## config.mk

```make
export PLATFORM = sky130hd
export DESIGN_NAME = fp_convert_pipe_flat
export DESIGN_NICKNAME = d
export VERILOG_FILES = /design/src/rtl/fp_convert_pkg.sv /design/src/rtl/fp_convert_pipe_if.sv /design/src/rtl/fp_lzc.sv /design/src/rtl/fp_convert_pipe.sv /design/src/flat_wrapper.sv
export SDC_FILE = /design/constraint.sdc
export NUM_CORES = 1
export LEC_CHECK = 0
export CORE_AREA = 2 2 68 118
export CTS_CLUSTER_SIZE = 20
export DETAILED_ROUTE_END_ITERATION = 10
export DIE_AREA = 0 0 70 120
export DONT_BUFFER_PORTS = 1
export SYNTH_ARGS = -nofsm -noshare
export SYNTH_HDL_FRONTEND = slang
export SYNTH_SLANG_ARGS = --single-unit
export TNS_END_PERCENT = 100
```

## constraint.sdc

```tcl
create_clock -name clk -period 5.32 [get_ports clk]
set_input_delay 0.798 -clock clk [delete_from_list [all_inputs] [get_ports clk]]
set_output_delay 0.798 -clock clk [all_outputs]
set_load 0.05 [all_outputs]
```

## src/rtl/fp_convert_pkg.sv

```systemverilog
// Shared constants and helpers for the pipelined integer-to-float converter.
package fp_convert_pkg;

   localparam logic RND_TRUNC   = 1'b0;
   localparam logic RND_HALF_UP = 1'b1;

   // Largest exponent reachable by an IN_W-bit two's-complement input.
   function automatic int emax_f(input int in_w, input int mant_w);
      return in_w - 1 - mant_w;
   endfunction

endpackage

```

## src/rtl/fp_convert_pipe_if.sv

```systemverilog
// Valid/ready bus for fp_convert_pipe: input word side and result side.
interface fp_convert_pipe_if #(
   parameter int IN_W   = 12,
   parameter int MANT_W = 4,
   parameter int EXP_W  = 3
);
   logic              in_valid;
   logic              in_ready;
   logic [IN_W-1:0]   in_data;
   logic              rnd_mode;
   logic              out_valid;
   logic              out_ready;
   logic              out_sign;
   logic [EXP_W-1:0]  out_exp;
   logic [MANT_W-1:0] out_sig;
   logic              out_sat;

   modport master (
      output in_valid, in_data, rnd_mode, out_ready,
      input  in_ready, out_valid, out_sign, out_exp, out_sig, out_sat
   );

   modport slave (
      input  in_valid, in_data, rnd_mode, out_ready,
      output in_ready, out_valid, out_sign, out_exp, out_sig, out_sat
   );
endinterface

```

## src/rtl/fp_lzc.sv

```systemverilog
// Priority encoder: index of the highest set bit of vec, plus an all-zero flag.
module fp_lzc #(
   parameter int W     = 11,
   parameter int IDX_W = $clog2(W)
) (
   input  logic [W-1:0]     vec,
   output logic [IDX_W-1:0] idx,
   output logic             zero
);

   // Scan upward so the highest set bit wins.
   always_comb begin
      idx = {IDX_W{1'b0}};
      for (int i = 0; i < W; i++) begin
         idx = vec[i] ? IDX_W'(i) : idx;
      end
      zero = ~|vec;
   end

endmodule

```

## src/rtl/fp_convert_pipe.sv

```systemverilog
// Three-stage converter: sign/magnitude, normalise, round/saturate, with
// valid/ready back-pressure through every stage.
module fp_convert_pipe
   import fp_convert_pkg::*;
#(
   parameter int IN_W   = 12,
   parameter int MANT_W = 4,
   parameter int EXP_W  = 3
) (
   input logic           clk,
   input logic           rst_n,
   fp_convert_pipe_if.slave bus
);

   localparam int EMAX  = emax_f(IN_W, MANT_W);
   localparam int MW    = IN_W - 1;
   localparam int IDX_W = $clog2(MW);
   localparam logic [IN_W-1:0]   MOST_NEG  = {1'b1, {MW{1'b0}}};
   localparam logic [IDX_W-1:0]  MSB_MIN   = IDX_W'(MANT_W - 1);
   localparam logic [EXP_W-1:0]  EMAX_E    = EXP_W'(EMAX);
   localparam logic [MANT_W-1:0] SIG_ONES  = {MANT_W{1'b1}};
   localparam logic [MANT_W-1:0] SIG_CARRY = {1'b1, {(MANT_W-1){1'b0}}};

   if (IN_W < MANT_W + 2) begin : g_bad_in_w
      $error("fp_convert_pipe: IN_W must be >= MANT_W+2");
   end
   if ((2 ** EXP_W) - 1 < EMAX) begin : g_bad_exp_w
      $error("fp_convert_pipe: EXP_W too narrow for EMAX");
   end

   logic              ld1_s, ld2_s, ld3_s;
   logic              s1_valid_r, s1_sign_r, s1_sat_r, s1_rnd_r;
   logic [MW-1:0]     s1_mag_r;
   logic              s1_sign_s, s1_sat_s;
   logic [MW-1:0]     s1_mag_s;
   logic [IN_W-1:0]   neg_s;
   logic              s2_valid_r, s2_sign_r, s2_sat_r, s2_rnd_r, s2_rbit_r;
   logic [EXP_W-1:0]  s2_exp_r;
   logic [MANT_W-1:0] s2_sig_r;
   logic [IDX_W-1:0]  p_s, shift_s;
   logic              zero_s, s2_rbit_s;
   logic [MANT_W:0]   ext_s;
   logic [EXP_W-1:0]  s2_exp_s;
   logic [MANT_W-1:0] s2_sig_s;
   logic              s3_valid_r, s3_sign_r, s3_sat_r;
   logic [EXP_W-1:0]  s3_exp_r, s3_exp_s;
   logic [MANT_W-1:0] s3_sig_r, s3_sig_s;
   logic              inc_s, rsat_s;

   // A stage may load when it is empty or its contents leave this cycle.
   assign ld3_s        = !s3_valid_r || bus.out_ready;
   assign ld2_s        = !s2_valid_r || ld3_s;
   assign ld1_s        = !s1_valid_r || ld2_s;
   assign bus.in_ready = ld1_s;

   // S1 combinational: sign and magnitude, clamping the most negative value.
   always_comb begin
      neg_s     = ~bus.in_data + IN_W'(1);
      s1_sign_s = bus.in_data[IN_W-1];
      s1_sat_s  = 1'b0;
      if (bus.in_data == MOST_NEG) begin
         s1_mag_s = {MW{1'b1}};
         s1_sat_s = 1'b1;
      end else if (s1_sign_s) begin
         s1_mag_s = neg_s[MW-1:0];
      end else begin
         s1_mag_s = bus.in_data[MW-1:0];
      end
   end

   // S1 register.
   always_ff @(posedge clk or negedge rst_n) begin
      if (!rst_n) begin
         s1_valid_r <= 1'b0;
         s1_sign_r  <= 1'b0;
         s1_mag_r   <= {MW{1'b0}};
         s1_sat_r   <= 1'b0;
         s1_rnd_r   <= 1'b0;
      end else if (ld1_s) begin
         s1_valid_r <= bus.in_valid;
         if (bus.in_valid) begin
            s1_sign_r <= s1_sign_s;
            s1_mag_r  <= s1_mag_s;
            s1_sat_r  <= s1_sat_s;
            s1_rnd_r  <= bus.rnd_mode;
         end
      end
   end

   fp_lzc #(.W(MW), .IDX_W(IDX_W)) u_lzc (
      .vec  (s1_mag_r),
      .idx  (p_s),
      .zero (zero_s)
   );

   // S2 combinational: one extra low bit in ext_s carries the rounding bit.
   always_comb begin
      shift_s   = {IDX_W{1'b0}};
      ext_s     = {(MANT_W+1){1'b0}};
      s2_exp_s  = {EXP_W{1'b0}};
      s2_sig_s  = s1_mag_r[MANT_W-1:0];
      s2_rbit_s = 1'b0;
      if (!zero_s && (p_s >= MSB_MIN)) begin
         shift_s   = p_s - MSB_MIN;
         ext_s     = (MANT_W+1)'({s1_mag_r, 1'b0} >> shift_s);
         s2_exp_s  = EXP_W'(shift_s);
         s2_sig_s  = ext_s[MANT_W:1];
         s2_rbit_s = ext_s[0];
      end else begin
         s2_sig_s  = s1_mag_r[MANT_W-1:0];
      end
   end

   // S2 register.
   always_ff @(posedge clk or negedge rst_n) begin
      if (!rst_n) begin
         s2_valid_r <= 1'b0;
         s2_sign_r  <= 1'b0;
         s2_exp_r   <= {EXP_W{1'b0}};
         s2_sig_r   <= {MANT_W{1'b0}};
         s2_rbit_r  <= 1'b0;
         s2_sat_r   <= 1'b0;
         s2_rnd_r   <= 1'b0;
      end else if (ld2_s) begin
         s2_valid_r <= s1_valid_r;
         if (s1_valid_r) begin
            s2_sign_r <= s1_sign_r;
            s2_exp_r  <= s2_exp_s;
            s2_sig_r  <= s2_sig_s;
            s2_rbit_r <= s2_rbit_s;
            s2_sat_r  <= s1_sat_r;
            s2_rnd_r  <= s1_rnd_r;
         end
      end
   end

   // S3 combinational: round, carry into exponent, clamp at EMAX.
   always_comb begin
      inc_s    = (s2_rnd_r == RND_HALF_UP) && s2_rbit_r;
      s3_exp_s = s2_exp_r;
      s3_sig_s = s2_sig_r;
      rsat_s   = 1'b0;
      if (inc_s) begin
         if (s2_sig_r == SIG_ONES) begin
            if (s2_exp_r == EMAX_E) begin
               s3_sig_s = SIG_ONES;
               s3_exp_s = EMAX_E;
               rsat_s   = 1'b1;
            end else begin
               s3_sig_s = SIG_CARRY;
               s3_exp_s = s2_exp_r + EXP_W'(1);
            end
         end else begin
            s3_sig_s = s2_sig_r + MANT_W'(1);
         end
      end else begin
         s3_sig_s = s2_sig_r;
      end
   end

   // S3 register drives the outputs directly.
   always_ff @(posedge clk or negedge rst_n) begin
      if (!rst_n) begin
         s3_valid_r <= 1'b0;
         s3_sign_r  <= 1'b0;
         s3_exp_r   <= {EXP_W{1'b0}};
         s3_sig_r   <= {MANT_W{1'b0}};
         s3_sat_r   <= 1'b0;
      end else if (ld3_s) begin
         s3_valid_r <= s2_valid_r;
         if (s2_valid_r) begin
            s3_sign_r <= s2_sign_r;
            s3_exp_r  <= s3_exp_s;
            s3_sig_r  <= s3_sig_s;
            s3_sat_r  <= s2_sat_r | rsat_s;
         end
      end
   end

   assign bus.out_valid = s3_valid_r;
   assign bus.out_sign  = s3_sign_r;
   assign bus.out_exp   = s3_exp_r;
   assign bus.out_sig   = s3_sig_r;
   assign bus.out_sat   = s3_sat_r;

endmodule
```

## src/flat_wrapper.sv

```systemverilog
// flat-port wrapper written by rule: the top's interface ports become plain ports
module fp_convert_pipe_flat import fp_convert_pkg::*;
#(
   parameter int IN_W   = 12,
   parameter int MANT_W = 4,
   parameter int EXP_W  = 3
)
  (clk, rst_n, bus_in_valid, bus_in_data, bus_rnd_mode, bus_out_ready, bus_in_ready, bus_out_valid, bus_out_sign, bus_out_exp, bus_out_sig, bus_out_sat);
  fp_convert_pipe_if #(.IN_W(IN_W), .MANT_W(MANT_W), .EXP_W(EXP_W)) bus_i ();
  input logic clk;
  input logic rst_n;
  input wire logic [$bits(bus_i.in_valid)-1:0] bus_in_valid;
  input wire logic [$bits(bus_i.in_data)-1:0] bus_in_data;
  input wire logic [$bits(bus_i.rnd_mode)-1:0] bus_rnd_mode;
  input wire logic [$bits(bus_i.out_ready)-1:0] bus_out_ready;
  output wire logic [$bits(bus_i.in_ready)-1:0] bus_in_ready;
  output wire logic [$bits(bus_i.out_valid)-1:0] bus_out_valid;
  output wire logic [$bits(bus_i.out_sign)-1:0] bus_out_sign;
  output wire logic [$bits(bus_i.out_exp)-1:0] bus_out_exp;
  output wire logic [$bits(bus_i.out_sig)-1:0] bus_out_sig;
  output wire logic [$bits(bus_i.out_sat)-1:0] bus_out_sat;
  assign bus_i.in_valid = bus_in_valid;
  assign bus_i.in_data = bus_in_data;
  assign bus_i.rnd_mode = bus_rnd_mode;
  assign bus_i.out_ready = bus_out_ready;
  assign bus_in_ready = bus_i.in_ready;
  assign bus_out_valid = bus_i.out_valid;
  assign bus_out_sign = bus_i.out_sign;
  assign bus_out_exp = bus_i.out_exp;
  assign bus_out_sig = bus_i.out_sig;
  assign bus_out_sat = bus_i.out_sat;
  fp_convert_pipe #(.IN_W(IN_W), .MANT_W(MANT_W), .EXP_W(EXP_W)) u_core (.clk(clk), .rst_n(rst_n), .bus(bus_i));
endmodule
```

==> results.yml <==
run_status:
  status: "finished, final reports clean"
sta:
  finClkSkew_ns: 0.00324
  hold_viol_final: 0
  rsz0062_at_grt: "no"
  setup_viol_count_final: 0
  timing.final.crit_share_pct: 54.4
  setup_tns_ns: 0
  drv_slew: 0
  fmax_mhz: 346
  slew_headroom_pct: 51.7
  period_minus_slack_ns: 2.89
  worst_slew_pin_slew_ns: 0.720
pwr:
  power_mw: 1.14
  power_leakage_nw: 0.996
  ir_worst_vdd_mv: 0.143
  powerDensity_nw_per_um2: 457
logic_synthesis:
  syn_inst: 266
  synth-edff-count: 0
  ys_ff_latch: 37
  yosysWarnings: 0
  netlist_area_um2: 2300
  synth_cell_type_count: 52
  syn_nets: 287
  avgSynthCellArea_um2: 8.66
  synth_seq_area_share_pct: 40.2
  synthArstFlopShare_pct: 100
  synthFlopType: "dfrtp_1"
route:
  wirelength_mm: 4.95
  vias: 1828
  ant_nets: 0
  vias_per_cell: 5.25
  first_iter_violations: 55
  wire_per_inst_um: 14.2
  drtPass1Iterations: 4
  route.detailed.drc: 0
placement:
  gp_congestion: 0.850
  place_inst: 341
  port_buffers: 0
  dp_hpwl_mm: 3.87
die:
  top_level_ports: 28
  core_um2: 7460
  dieArea_um2: 8400
  die_y_um: 120
  start_util_pct: 30.9
  die_w_um: 70
  rows: 42
clocking:
  clock_sinks: 37
  clock-root-buffer: "clkbuf_16"
  cts_buffer_depth: 2
  cts_tree: "built"
  clk_pin_slew_ns: 0.05
  postCtsResizedCells: 0
  cts_made_buffers: 5
  post_cts_buffers: 0
  cts-htree-levels: 2
  postCtsHoldBufs: 0
  clock_latency_ns: 0.28
setup_path:
  worstSetupStartpointType: "register"
  path_max_fanout: 11
  cp_slowest_cell: "dfrtp_1"
  critPathRequiredTime_ns: 5.47
  r2r_cells: 10
  crit_chain: "nor2b_1 -> a211oi_1 -> nor2b_1 -> inv_1 -> ha_1 -> inv_1 -> xnor2_2 -> o21ai_0 -> a41oi_2 -> o31ai_1"
  critPathBufInv: 2
  critPathKind: "register to register"
  crit_path_end_kind: "register"
  slowest_delay_ns: 0.56
  cpLargestDelayFamily: "compound AO/OA/AOI/OAI gates"
  path_depth: 10
  cp.arrival_ns: 3.04
hold_path:
  min_path_type: "input pin to asynchronous set/reset pin"
cells_and_area:
  area_delta_synth_final_pct: 8.20
  drive_gt1_share_pct: 8.85
  fill_cells: 790
  fin_cells: 348
  final_nets: 281
  antennaDiodeCount: 0
global_routing:
  grt_max_degree: 38
  met1_usage_pct: 13.0
  met3_usage_pct: 1.76
  gr-max-usage-layer: "met2"
  grt_pass1_vias: 1926
  grt_use_total_pct: 12.8
  grtUsageMet2_pct: 24.4
  antenna_found_initial: 0
  overflow: 0
  grt_pass1_wl_mm: 8.71
run:
  max_cap_violations: 0
worst register-to-register path, cell delays in order (launching register included):
cell      delay [ns]
dfrtp_1         0.56
nor2b_1         0.16
a211oi_1        0.38
nor2b_1         0.17
inv_1           0.14
ha_1            0.31
inv_1           0.16
xnor2_2         0.31
o21ai_0         0.24
a41oi_2         0.25
o31ai_1         0.10
logic make-up (layout without fill, tap and decap cells):
| group | after synthesis | count (layout) | synth area share [%] |
|---|---|---|---|
| DFF | 37 | 37 | 40.2 |
| muxes | 4 | 4 | 1.79 |
| adders and majority gates | 4 | 4 | 2.17 |
| buffers and inverters | 23 | 17 | 4.56 |
| and+or+nand+nor | 113 | 113 | 25.0 |
| xor gates and xnor gates | 12 | 12 | 4.89 |
| AOI/OAI and AO/OA | 73 | 73 | 21.3 |
report_power, final:
group          internal, mW  switching, mW  total (mW)
Sequential            0.356          0.186       0.542
Clock                 0.183          0.107       0.290
Combinational         0.134          0.174       0.307
Total                 0.673          0.466        1.14
flip-flops by register name, summed over array words and instances, names as in the netlist:
| name | flops |
|---|---|
| u_core.bus.out_exp | 3 |
| u_core.bus.out_sat | 1 |
| u_core.bus.out_sig | 4 |
| u_core.bus.out_sign | 1 |
| u_core.bus.out_valid | 1 |
| u_core.s1_mag_r | 11 |
| u_core.s1_rnd_r | 1 |
| u_core.s1_sat_r | 1 |
| u_core.s1_sign_r | 1 |
| u_core.s1_valid_r | 1 |
| u_core.s2_exp_r | 3 |
| u_core.s2_rbit_r | 1 |
| u_core.s2_rnd_r | 1 |
| u_core.s2_sat_r | 1 |
| u_core.s2_sig_r | 4 |
| u_core.s2_sign_r | 1 |
| u_core.s2_valid_r | 1 |
worst paths after layout:
| check | start | to | slack, ns |
|---|---|---|---|
| setup / recovery | u_core.s1_mag_r[9] | u_core.s2_sig_r[0] | 2.43 |
| hold / removal | rst_n | u_core.s1_sign_r | 0.21 |
| setup reg to reg | u_core.s1_mag_r[9] | u_core.s2_sig_r[0] | 2.43 |
| hold reg to reg | u_core.s2_sign_r | u_core.bus.out_sign | 0.47 |
| max in group asynchronous | rst_n | u_core.bus.out_sat | 5.03 |
| min in group clk | u_core.s2_sign_r | u_core.bus.out_sign | 0.47 |
cell type report:
cell class,count,area [µm²],share of cell area [%]
Sequential cell,37,926,37.1
Inverter,10,37.5,1.51
Clock buffer,6,139,5.57
Clock inverter,1,7.51,0.301
Multi-Input combinational cell,206,1270,51.1
Tap cell,88,110,4.42
cell usage in the layout (no fill, tap or decap), drive strengths merged, types with 2 or more instances in the layout:
master	n
xor2	4
nand2b	7
inv	10
nand2	32
nor3b	5
nor2	31
a21oi	25
dfrtp	37
clkbuf	6
or3	4
nand3b	4
o21ai	17
a22o	2
ha	4
o21bai	2
nor2b	6
nor3	5
and3	3
o31ai	5
mux2i	3
o311ai	2
a22oi	2
o22ai	2
nand3	6
o211ai	3
a211oi	2
xnor2	8
a31oi	4
and2	5
o41ai	2
cell usage after synthesis (5+ instances only):
cell | number | share of area (%)
inv_1 | 10 | 1.6
nand3_1 | 6 | 1.3
dfrtp_1 | 37 | 40
o21ai_0 | 15 | 3.3
and2_1 | 5 | 1.4
nor2_1 | 30 | 4.9
a21oi_2 | 8 | 3.0
nand2b_1 | 7 | 1.9
o31ai_1 | 5 | 1.6
xnor2_1 | 7 | 2.7
nor2b_1 | 6 | 1.6
clkbuf_1 | 7 | 1.1
a21oi_1 | 17 | 3.7
nand2_1 | 31 | 5.1
nor3b_1 | 5 | 1.6
metal layers:
metal	part of all wire (%)	vias up
li1	-	921
met1	39	846
met2	54	47
met3	3.2	14
met4	3.3	0
met5	0	-
stage by stage:
| stage | worst slack, ns | instance area (µm²) | hold WS (ns) | util [%] |
|---|---|---|---|---|
| after floorplan | 2.82 | 2300 | 0.439 | - |
| after detailed placement | 2.50 | 2350 | 0.465 | 31.4 |
| after global routing | 2.13 | 2490 | 0.203 | 33.4 |
| final | 2.43 | 2490 | 0.210 | 33.4 |
| after CTS | 2.45 | 2490 | 0.205 | 33.4 |
| after global placement | 2.64 | 2350 | 0.453 | 31.4 |
Power figures use the tool's default switching activity.
